File: config.mk
export PLATFORM = sky130hd
export DESIGN_NAME = ptw_dmem_bridge
export DESIGN_NICKNAME = d
export VERILOG_FILES = /design/src/rtl/mmu_pkg.sv /design/src/rtl/ptw_dmem_bridge.sv
export SDC_FILE = /design/constraint.sdc
export NUM_CORES = 1
export LEC_CHECK = 0
export BUFFER_PORTS_ARGS = -buffer_cell sky130_fd_sc_hd__buf_2
export CORE_ASPECT_RATIO = 1.2
export CORE_MARGIN = 2
export CORE_UTILIZATION = 35
export CTS_CLUSTER_DIAMETER = 100
export DETAILED_ROUTE_END_ITERATION = 8
export SETUP_SLACK_MARGIN = 0.1
export SKIP_CTS_REPAIR_TIMING = 1
export SLEW_MARGIN = 20
export SYNTH_ARGS = -nofsm -noshare
export SYNTH_HDL_FRONTEND = slang
export SYNTH_SLANG_ARGS = --single-unit
File: constraint.sdc
create_clock -name clk_i -period 10.5 [get_ports clk_i]
set_input_delay 1.05 -clock clk_i [delete_from_list [all_inputs] [get_ports clk_i]]
set_output_delay 1.05 -clock clk_i [all_outputs]
set_load 0.005 [all_outputs]
File: src/rtl/mmu_pkg.sv
// mmu_pkg: constants and types shared by the page-table walker and its
// dmem-side bridge (ptw_dmem_bridge).
//
// Contents:
//   SIZE_VADDR, PTW_ADDR_W   virtual-address sizing for the PTW dmem port
//   M_XRD, M_XA_OR, MT_D     memory command / type encodings used by the walker
//   ptw_dmem_comm_t          PTW -> dmem request bundle
//   dmem_ptw_comm_t          dmem -> PTW response bundle
//   ptw_bridge_state_t       bridge FSM state encoding
//   ptw_req_legal()          request legality check used on acceptance
package mmu_pkg;

    localparam int SIZE_VADDR = 39;
    localparam int PTW_ADDR_W = SIZE_VADDR + 1;

    localparam logic [4:0] M_XRD   = 5'b00000;
    localparam logic [4:0] M_XA_OR = 5'b01010;
    localparam logic [2:0] MT_D    = 3'b011;

    typedef struct packed {
        logic                  valid;
        logic                  phys;
        logic [4:0]            cmd;
        logic [2:0]            typ;
        logic [PTW_ADDR_W-1:0] addr;
        logic                  kill;
        logic [63:0]           data;
    } ptw_dmem_comm_t;

    typedef struct packed {
        logic        valid;
        logic        nack;
        logic [63:0] data;
    } dmem_resp_t;

    typedef struct packed {
        logic       dmem_ready;
        dmem_resp_t resp;
    } dmem_ptw_comm_t;

    typedef enum logic [2:0] {
        PB_IDLE,
        PB_RD_REQ,
        PB_RD_WAIT,
        PB_WR_REQ,
        PB_RESP,
        PB_NACK
    } ptw_bridge_state_t;

    // Only doubleword PTE reads and the A/D-bit atomic OR are served.
    function automatic logic ptw_req_legal(input logic [4:0] cmd,
                                           input logic [2:0] typ,
                                           input logic [2:0] addr_lo);
        return ((cmd == M_XRD) || (cmd == M_XA_OR)) &&
               (typ == MT_D) && (addr_lo == 3'b000);
    endfunction

endpackage

File: src/rtl/ptw_dmem_bridge.sv
// ptw_dmem_bridge: memory-side responder for the page-table walker dmem port.
// Serves PTE reads (M_XRD) and A/D-bit atomic ORs (M_XA_OR) over a simple
// req/gnt/rvalid memory port and answers the walker with a data response or
// a nack (walker retries). One transaction outstanding at a time.
//
// Parameters:
//   ADDR_WIDTH      width of the request address and mem_addr_o
//   TIMEOUT_CYCLES  RD_WAIT cycles allowed before the read is nacked
//
// Ports:
//   clk_i, rst_i       clock, asynchronous active-high reset
//   ptw_dmem_comm_i    request from the walker
//   dmem_ptw_comm_o    ready / response to the walker
//   mem_req_o/gnt_i    memory request handshake (held until granted)
//   mem_we_o           1 = write (AMO write-back), 0 = read
//   mem_addr_o         doubleword-aligned address
//   mem_wdata_o        write data (old | OR operand)
//   mem_be_o           byte enables, constant 8'hFF
//   mem_rvalid_i       read data valid (ignored outside RD_WAIT)
//   mem_rdata_i        read data
//   mem_err_i          bus error, qualified by mem_rvalid_i
//
// Build option:
//   PTW_DMEM_ERR_NACK_EN  defined: bus error -> nack (walker retries)
//                         undefined: bus error -> response with data 0
//                         (walker sees V=0 and raises a page fault)
//
// state      | meaning
// -----------+----------------------------------------------------------
// PB_IDLE    | ready for a request; latch and classify on valid
// PB_RD_REQ  | read request on the memory port, waiting for grant
// PB_RD_WAIT | read granted, waiting for rvalid or timeout
// PB_WR_REQ  | AMO write-back request, waiting for grant
// PB_RESP    | one-cycle data response to the walker
// PB_NACK    | one-cycle nack to the walker
module ptw_dmem_bridge
    import mmu_pkg::*;
#(
    parameter int ADDR_WIDTH     = SIZE_VADDR + 1,
    parameter int TIMEOUT_CYCLES = 255
) (
    input  logic                  clk_i,
    input  logic                  rst_i,
    input  ptw_dmem_comm_t        ptw_dmem_comm_i,
    output dmem_ptw_comm_t        dmem_ptw_comm_o,
    output logic                  mem_req_o,
    input  logic                  mem_gnt_i,
    output logic                  mem_we_o,
    output logic [ADDR_WIDTH-1:0] mem_addr_o,
    output logic [63:0]           mem_wdata_o,
    output logic [7:0]            mem_be_o,
    input  logic                  mem_rvalid_i,
    input  logic [63:0]           mem_rdata_i,
    input  logic                  mem_err_i
);

    localparam int CNT_W = $clog2(TIMEOUT_CYCLES + 1);
    localparam logic [CNT_W-1:0] CNT_LAST = CNT_W'(TIMEOUT_CYCLES - 1);

    ptw_bridge_state_t     state_q;
    logic                  ready_q;
    logic                  resp_valid_q;
    logic                  resp_nack_q;
    logic [63:0]           resp_data_q;
    logic                  mem_req_q;
    logic                  mem_we_q;
    logic [ADDR_WIDTH-4:0] addr_q;
    logic [63:0]           wdata_q;
    logic [63:0]           or_data_q;
    logic                  amo_q;
    logic [CNT_W-1:0]      cnt_q;

    logic unused_phys;
    assign unused_phys = ptw_dmem_comm_i.phys;

    always_ff @(posedge clk_i or posedge rst_i) begin
        if (rst_i) begin
            state_q      <= PB_IDLE;
            ready_q      <= 1'b1;
            resp_valid_q <= 1'b0;
            resp_nack_q  <= 1'b0;
            resp_data_q  <= '0;
            mem_req_q    <= 1'b0;
            mem_we_q     <= 1'b0;
            addr_q       <= '0;
            wdata_q      <= '0;
            or_data_q    <= '0;
            amo_q        <= 1'b0;
            cnt_q        <= '0;
        end else begin
            // Response strobes are single-cycle pulses.
            resp_valid_q <= 1'b0;
            resp_nack_q  <= 1'b0;
            case (state_q)
                PB_IDLE: begin
                    if (ptw_dmem_comm_i.valid && !ptw_dmem_comm_i.kill) begin
                        addr_q    <= ptw_dmem_comm_i.addr[ADDR_WIDTH-1:3];
                        or_data_q <= ptw_dmem_comm_i.data;
                        amo_q     <= (ptw_dmem_comm_i.cmd == M_XA_OR);
                        ready_q   <= 1'b0;
                        if (ptw_req_legal(ptw_dmem_comm_i.cmd, ptw_dmem_comm_i.typ,
                                          ptw_dmem_comm_i.addr[2:0])) begin
                            state_q   <= PB_RD_REQ;
                            mem_req_q <= 1'b1;
                            mem_we_q  <= 1'b0;
                        end else begin
                            state_q     <= PB_NACK;
                            resp_nack_q <= 1'b1;
                            resp_data_q <= '0;
                        end
                    end
                end
                PB_RD_REQ: begin
                    if (mem_gnt_i) begin
                        state_q   <= PB_RD_WAIT;
                        mem_req_q <= 1'b0;
                        cnt_q     <= '0;
                    end
                end
                PB_RD_WAIT: begin
                    if (mem_rvalid_i) begin
                        if (mem_err_i) begin
                            // An erroring AMO never issues its write-back.
`ifdef PTW_DMEM_ERR_NACK_EN
                            state_q     <= PB_NACK;
                            resp_nack_q <= 1'b1;
                            resp_data_q <= '0;
`else
                            state_q      <= PB_RESP;
                            resp_valid_q <= 1'b1;
                            resp_data_q  <= '0;
`endif
                        end else begin
                            // Old value is what the walker sees, even for an AMO.
                            resp_data_q <= mem_rdata_i;
                            if (amo_q) begin
                                state_q   <= PB_WR_REQ;
                                mem_req_q <= 1'b1;
                                mem_we_q  <= 1'b1;
                                wdata_q   <= mem_rdata_i | or_data_q;
                            end else begin
                                state_q      <= PB_RESP;
                                resp_valid_q <= 1'b1;
                            end
                        end
                    end else if (cnt_q == CNT_LAST) begin
                        state_q     <= PB_NACK;
                        resp_nack_q <= 1'b1;
                        resp_data_q <= '0;
                    end else begin
                        cnt_q <= cnt_q + CNT_W'(1);
                    end
                end
                PB_WR_REQ: begin
                    // Write is complete at grant; no write response expected.
                    if (mem_gnt_i) begin
                        state_q      <= PB_RESP;
                        mem_req_q    <= 1'b0;
                        mem_we_q     <= 1'b0;
                        resp_valid_q <= 1'b1;
                    end
                end
                PB_RESP: begin
                    state_q     <= PB_IDLE;
                    ready_q     <= 1'b1;
                    resp_data_q <= '0;
                end
                PB_NACK: begin
                    state_q <= PB_IDLE;
                    ready_q <= 1'b1;
                end
                default: begin
                    state_q   <= PB_IDLE;
                    ready_q   <= 1'b1;
                    mem_req_q <= 1'b0;
                    mem_we_q  <= 1'b0;
                end
            endcase
        end
    end

    assign dmem_ptw_comm_o.dmem_ready = ready_q;
    assign dmem_ptw_comm_o.resp.valid = resp_valid_q;
    assign dmem_ptw_comm_o.resp.nack  = resp_nack_q;
    assign dmem_ptw_comm_o.resp.data  = resp_data_q;

    assign mem_req_o   = mem_req_q;
    assign mem_we_o    = mem_we_q;
    assign mem_addr_o  = {addr_q, 3'b000};
    assign mem_wdata_o = wdata_q;
    assign mem_be_o    = 8'hFF;

endmodule

## Word level (Yosys, flattened, before mapping)

Index checks and enable logic that the tools add are counted.

- Add/sub/neg operators: 1
- Equal/unequal tests: 20
- Mux-type cells: 41
- Bitwise gates (word level): 5
- Reduce and logical (&&, ||, !) cells: 22

Operators with widths:

| cell | count |
|---|---|
| $mux W64 | 5 |
| $pmux W64 S3 | 1 |
| $or A64 B64 Y64 | 1 |
| $mux W3 | 8 |
| $mux W8 | 3 |
| $ne A2 B2 Y1 const B | 10 |
| $mux W1 | 17 |
| $pmux W8 S2 | 1 |
| $reduce_and A4 Y1 | 4 |
| $reduce_and A7 Y1 | 2 |
| $pmux W3 S4 | 1 |
| $eq A3 B2 Y1 const B | 3 |
| $add A8 B1 Y8 const B | 1 |
| $eq A8 B8 Y1 const B | 1 |
| $pmux W1 S4 | 2 |
| $eq A3 B3 Y1 const B | 2 |
| $logic_not A3 Y1 | 2 |
| $pmux W1 S2 | 3 |
| $reduce_or A3 Y1 | 2 |
| $eq A5 B4 Y1 const B | 1 |
| $logic_not A5 Y1 | 1 |
| $not A1 Y1 | 4 |
| $reduce_and A2 Y1 | 2 |
| $reduce_or A2 Y1 | 2 |
| other kinds (8) | 10 |

- Flip-flop bits (word level): 246
- Output and inout port bits: 181

## Logic depth before layout (Yosys ltp)

- Word-level depth: 7
- Mapped depth: 7
- Gate-level depth less buffers: 5

## Worst setup path after synthesis

OpenSTA, ideal clock, no wires.

- Path kind: input to register
- From: in ptw_dmem_comm_i[107] (netlist name)
- To: reg resp_data_q[0]
- Library setup time: 0.073 ns
- Arrival: 2.541 ns
- Setup slack: 7.886 ns
- Stages: 5
- Path through: or4bb_1 -> nor4_4 -> buf_6 -> a211oi_1 -> a21oi_2

- Longest elaborated chain between the ends: 5

RTL lines:

| item | line | source |
|---|---|---|
| start, declared | ptw_dmem_bridge.sv:44 | `input ptw_dmem_comm_t ptw_dmem_comm_i,` |
| $eq A3 B2 Y1 | mmu_pkg.sv:55 | `(typ == MT_D) && (addr_lo == 3'b000);` |
| $logic_and A1 B1 Y1 | mmu_pkg.sv:54 | `return ((cmd == M_XRD) \|\| (cmd == M_XA_OR)) &&` |
| $logic_and A1 B1 Y1 | mmu_pkg.sv:55 |  |
| $ne A2 B2 Y1 (no line) | - |  |
| $reduce_and A4 Y1 (no line) | - |  |
| end signal, assigned | ptw_dmem_bridge.sv:135 | `resp_data_q <= mem_rdata_i;` |
| end, declared | ptw_dmem_bridge.sv:64 | `logic [63:0] resp_data_q;` |

Every way passes these cells.
A chain may end at the register's enable or synchronous reset.

## Final worst setup path

- From: reg state_q[1]
- To: reg resp_data_q[29]

- Longest elaborated chain between the ends: 3

RTL lines:

| item | line | source |
|---|---|---|
| start, declared | ptw_dmem_bridge.sv:60 | `ptw_bridge_state_t state_q;` |
| start signal, assigned | ptw_dmem_bridge.sv:78 | `state_q <= PB_IDLE;` |
| start signal, assigned | ptw_dmem_bridge.sv:103 | `state_q <= PB_RD_REQ;` |
| start signal, assigned | ptw_dmem_bridge.sv:107 | `state_q <= PB_NACK;` |
| $eq A3 B2 Y1, or another cell as far along | ptw_dmem_bridge.sv:94 | `case (state_q)` |
| $ne A3 B3 Y1 (no line), or another cell as far along | - |  |
| $reduce_and A4 Y1 (no line) | - |  |

Several ways; a longest one is shown, not always the timed one.

==> run_summary.xml <==
<?xml version="1.0" encoding="UTF-8"?>
<metrics>
  <group name="yosys">
    <metric name="synthesis.area_per_instance" unit="sq um">11.6</metric>
    <metric name="synth_area_leaders" unit="">sky130_fd_sc_hd__dfrtp_1 59%, sky130_fd_sc_hd__mux2_2 11%, sky130_fd_sc_hd__a21oi_1 7.0%</metric>
    <metric name="synth.top_cell.area_share" unit="">0.585</metric>
    <metric name="post_synth_inst_count" unit="">904</metric>
    <metric name="ys_async_sr_fraction" unit="">1.00</metric>
    <metric name="ys_warn_count" unit="">0</metric>
    <metric name="synth.cell_area" unit="sq mm">0.0105</metric>
    <metric name="synth-edff-count" unit="">0</metric>
    <metric name="synth_top_area_cell" unit="">sky130_fd_sc_hd__dfrtp_1</metric>
    <metric name="yosys.cell_types.count" unit="">48</metric>
    <metric name="seq_area_frac_synth" unit="">0.588</metric>
    <metric name="yosys_register_bits" unit="">246</metric>
    <metric name="synth_ff_type" unit="">sky130_fd_sc_hd__dfrtp_1</metric>
  </group>
  <group name="global_route">
    <metric name="grt_start_max_net_pins" unit="">114</metric>
    <metric name="grt-ovfl-total" unit="">0</metric>
    <metric name="grt_util_all_layers" unit="">0.175</metric>
    <metric name="wire_length_of_the_first_global_routing_pass" unit="mm">44.6</metric>
    <metric name="antenna_found_initial" unit="">9</metric>
    <metric name="first_global_vias" unit="">8110</metric>
  </group>
  <group name="setup_path">
    <metric name="setup.worst_path.class" unit="">register to register</metric>
    <metric name="setup.worst_path.start" unit="">state_q[1]</metric>
    <metric name="timing.reg2reg.worst_path_depth" unit="">5</metric>
    <metric name="critical_path.max_fanout" unit="">40</metric>
    <metric name="critical_path_required" unit="ps">10950</metric>
    <metric name="r2r_setup_slack" unit="ps">7630</metric>
    <metric name="timing.rr.start" unit="">state_q[1]</metric>
    <metric name="worst_setup_path_start_kind" unit="">register</metric>
    <metric name="critPathCaptureType" unit="">register</metric>
    <metric name="r2r_end" unit="">resp_data_q[29]</metric>
    <metric name="cp.arrival" unit="ps">3330</metric>
  </group>
  <group name="power_and_ir_drop">
    <metric name="power_per_cell_area" unit="mW/mm^2">249</metric>
    <metric name="static-leakage-power" unit="nW">6.51</metric>
    <metric name="peakVddDrop" unit="V">0.000170</metric>
    <metric name="total_power" unit="mW">3.33</metric>
  </group>
  <group name="hold_path">
    <metric name="hold_depth" unit="">2</metric>
    <metric name="hold_path.class" unit="">register to register</metric>
    <metric name="min_delay_worst_endpoint" unit="">ready_q</metric>
    <metric name="hold_path.startpoint" unit="">ready_q</metric>
  </group>
  <group name="die">
    <metric name="overall_die_area" unit="sq mm">0.0313</metric>
    <metric name="fp.dieH" unit="microns">194</metric>
    <metric name="die_w" unit="microns">162</metric>
    <metric name="io_pins" unit="">365</metric>
    <metric name="initial_core_util" unit="">0.355</metric>
    <metric name="design.core.area" unit="sq mm">0.0295</metric>
    <metric name="num_rows" unit="">69</metric>
  </group>
  <group name="sta">
    <metric name="report.final.setup_viol" unit="">0</metric>
    <metric name="fin_skew" unit="ps">12.1</metric>
    <metric name="tightest_slew" unit="ps">874</metric>
    <metric name="finalMaxSlewViolations" unit="">0</metric>
    <metric name="fin_crit" unit="ps">2870</metric>
    <metric name="finalSetupTns" unit="ps">0</metric>
    <metric name="hold_viol_final" unit="">0</metric>
    <metric name="worst_hold_slack" unit="ps">488</metric>
    <metric name="achievable-frequency" unit="MHz">348</metric>
    <metric name="post-route-worst-setup-slack" unit="ps">7630</metric>
    <metric name="worst_slew_margin_rel" unit="">0.416</metric>
    <metric name="min_period_over_period" unit="">0.274</metric>
    <metric name="rsz0062_at_grt" unit="">no</metric>
  </group>
  <group name="cts">
    <metric name="clock_path_buffers" unit="">3</metric>
    <metric name="cts_tree" unit="">done</metric>
    <metric name="insertion_delay" unit="ps">530</metric>
    <metric name="clk_transition_reported_paths" unit="ps">60</metric>
    <metric name="cts_num_sinks" unit="">246</metric>
    <metric name="clockRootBuffer" unit="">sky130_fd_sc_hd__clkbuf_16</metric>
    <metric name="cts_buffers" unit="">27</metric>
    <metric name="cts_max_level" unit="">1</metric>
  </group>
  <group name="flow_run">
    <metric name="max_cap_viols" unit="">0</metric>
  </group>
  <group name="placed_design">
    <metric name="gp_routability_congestion" unit="">0.782</metric>
    <metric name="placed_cell_area" unit="sq mm">0.0124</metric>
    <metric name="dpl_worst_slack" unit="ps">7200</metric>
    <metric name="io_buffer_count" unit="">352</metric>
    <metric name="detailedPlacementHpwl" unit="mm">19.0</metric>
    <metric name="placedCellCount" unit="">1589</metric>
  </group>
  <group name="cells_and_area">
    <metric name="final_non_filler_cell_area" unit="sq mm">0.0134</metric>
    <metric name="utilization" unit="">0.453</metric>
    <metric name="post_layout_nonfiller_instances" unit="">1646</metric>
    <metric name="area_growth" unit="%">27.7</metric>
    <metric name="fillerInstances" unit="">2829</metric>
    <metric name="num-nets-final" unit="">1414</metric>
    <metric name="most_used_cells_in_the_layout_excluding_fill_and_tap_cells" unit="">352 x sky130_fd_sc_hd__buf_2, 245 x sky130_fd_sc_hd__dfrtp_1, 147 x sky130_fd_sc_hd__a21oi_1</metric>
    <metric name="layout-drive-gt1-share" unit="">0.461</metric>
    <metric name="most_common_cell_after_layout_fill_and_taps_aside" unit="">sky130_fd_sc_hd__buf_2</metric>
  </group>
  <group name="detailed_routing">
    <metric name="detail-route-antenna-nets" unit="">0</metric>
    <metric name="detail_route.first_pass.iterations" unit="">4</metric>
    <metric name="vias" unit="">8111</metric>
    <metric name="drc" unit="">0</metric>
    <metric name="detailroute.wirelength.met3" unit="mm">2.02</metric>
    <metric name="routedLengthMet1" unit="mm">11.4</metric>
    <metric name="routed_wirelength" unit="mm">28.2</metric>
    <metric name="routed-wl-met2" unit="mm">13.9</metric>
    <metric name="route.top_layer_used" unit="">met5</metric>
    <metric name="drtIter0Drc" unit="">359</metric>
    <metric name="routed_via_density" unit="">4.93</metric>
    <metric name="wire_length_per_cell" unit="microns">17.1</metric>
  </group>
  <group name="run_status">
    <metric name="run_status" unit="">finished, final reports clean</metric>
  </group>
</metrics>
registers in the layout, summed over array words and instances, names as in the netlist:
register,flops
amo_q,1
mem_we_o,1
cnt_q,8
state_q,3
resp_data_q,64
resp_nack_q,1
resp_valid_q,1
or_data_q,64
addr_q,37
mem_wdata_o,64
ready_q,1
mem_req_o,1
worst max-delay path by stage:
stage | end | slack, ps | cells after the start
2_1_floorplan | addr_q[0] | 2690 | 1
3_3_place_gp | resp_data_q[29] | 7230 | 6
3_5_place_dp | resp_data_q[29] | 7200 | 6
4_1_cts | resp_data_q[29] | 7600 | 5
5_1_grt | resp_data_q[29] | 7450 | 5
6_report | resp_data_q[29] | 7630 | 5
where the power goes:
| part | switching, mW | internal [mW] |
|---|---|---|
| Combinational | 0.509 | 0.456 |
| Clock | 0.384 | 0.601 |
| Sequential | 0.152 | 1.23 |
worst max-delay path, stage by stage (launching register included):
cell	delay (ps)
sky130_fd_sc_hd__dfrtp_1	720
sky130_fd_sc_hd__or4b_4	560
sky130_fd_sc_hd__a41oi_1	510
sky130_fd_sc_hd__nor2_4	320
sky130_fd_sc_hd__buf_4	440
sky130_fd_sc_hd__a21oi_1	210
final cells by class:
| class | count | area (sq um) | area share |
|---|---|---|---|
| Sequential cell | 246 | 6160 | 0.460 |
| Multi-Input combinational cell | 583 | 3900 | 0.292 |
| Clock inverter | 12 | 144 | 0.0108 |
| Clock buffer | 37 | 793 | 0.0593 |
| Timing Repair Buffer | 363 | 1840 | 0.138 |
| Tap cell | 390 | 488 | 0.0365 |
| Inverter | 7 | 33.8 | 0.00252 |
| Antenna cell | 8 | 20.0 | 0.00150 |
cells by family (layout without fill, tap and decap cells):
| logic type | Yosys count | after routing | share of synthesized area |
|---|---|---|---|
| XOR/XNOR | 2 | 2 | 0.00167 |
| other | 2 | 19 | 0.000717 |
| AND/OR/NAND/NOR | 178 | 178 | 0.0763 |
| AO/OA/AOI/OAI | 289 | 289 | 0.177 |
| buffers and inverters | 84 | 419 | 0.0455 |
| flip-flops | 246 | 246 | 0.588 |
| adder cells (fa/ha/maj) | 2 | 2 | 0.00239 |
| multiplexers | 101 | 101 | 0.109 |
cells in the mapped netlist, types with 2 or more instances:
cell and count:
sky130_fd_sc_hd__conb_1 2, sky130_fd_sc_hd__nand3_1 8, sky130_fd_sc_hd__buf_2 24, sky130_fd_sc_hd__nor2b_1 3
sky130_fd_sc_hd__dfrtp_1 245, sky130_fd_sc_hd__a21oi_1 147, sky130_fd_sc_hd__nand2_1 6, sky130_fd_sc_hd__a41o_1 2
sky130_fd_sc_hd__clkbuf_1 25, sky130_fd_sc_hd__a21boi_1 3, sky130_fd_sc_hd__o21ai_0 10, sky130_fd_sc_hd__o21a_1 2
sky130_fd_sc_hd__buf_4 19, sky130_fd_sc_hd__mux2_2 101, sky130_fd_sc_hd__a21oi_2 50, sky130_fd_sc_hd__or2_2 3
sky130_fd_sc_hd__nor3_1 4, sky130_fd_sc_hd__or3_1 4, sky130_fd_sc_hd__inv_1 7, sky130_fd_sc_hd__nand4_1 2
sky130_fd_sc_hd__xor2_1 2, sky130_fd_sc_hd__and3_1 2, sky130_fd_sc_hd__or4_1 3, sky130_fd_sc_hd__ha_1 2
sky130_fd_sc_hd__nor2_1 133, sky130_fd_sc_hd__o31ai_1 2, sky130_fd_sc_hd__buf_6 8, sky130_fd_sc_hd__a211oi_1 65
per-layer routing:
| layer | vias to the layer above | track usage |
|---|---|---|
| met1 | 3909 | 0.219 |
| met5 | - | 0 |
| met4 | 2 | 0.0747 |
| met3 | 47 | 0.0395 |
| li1 | 3879 | - |
| met2 | 274 | 0.292 |
Power figures use the tool's default switching activity.
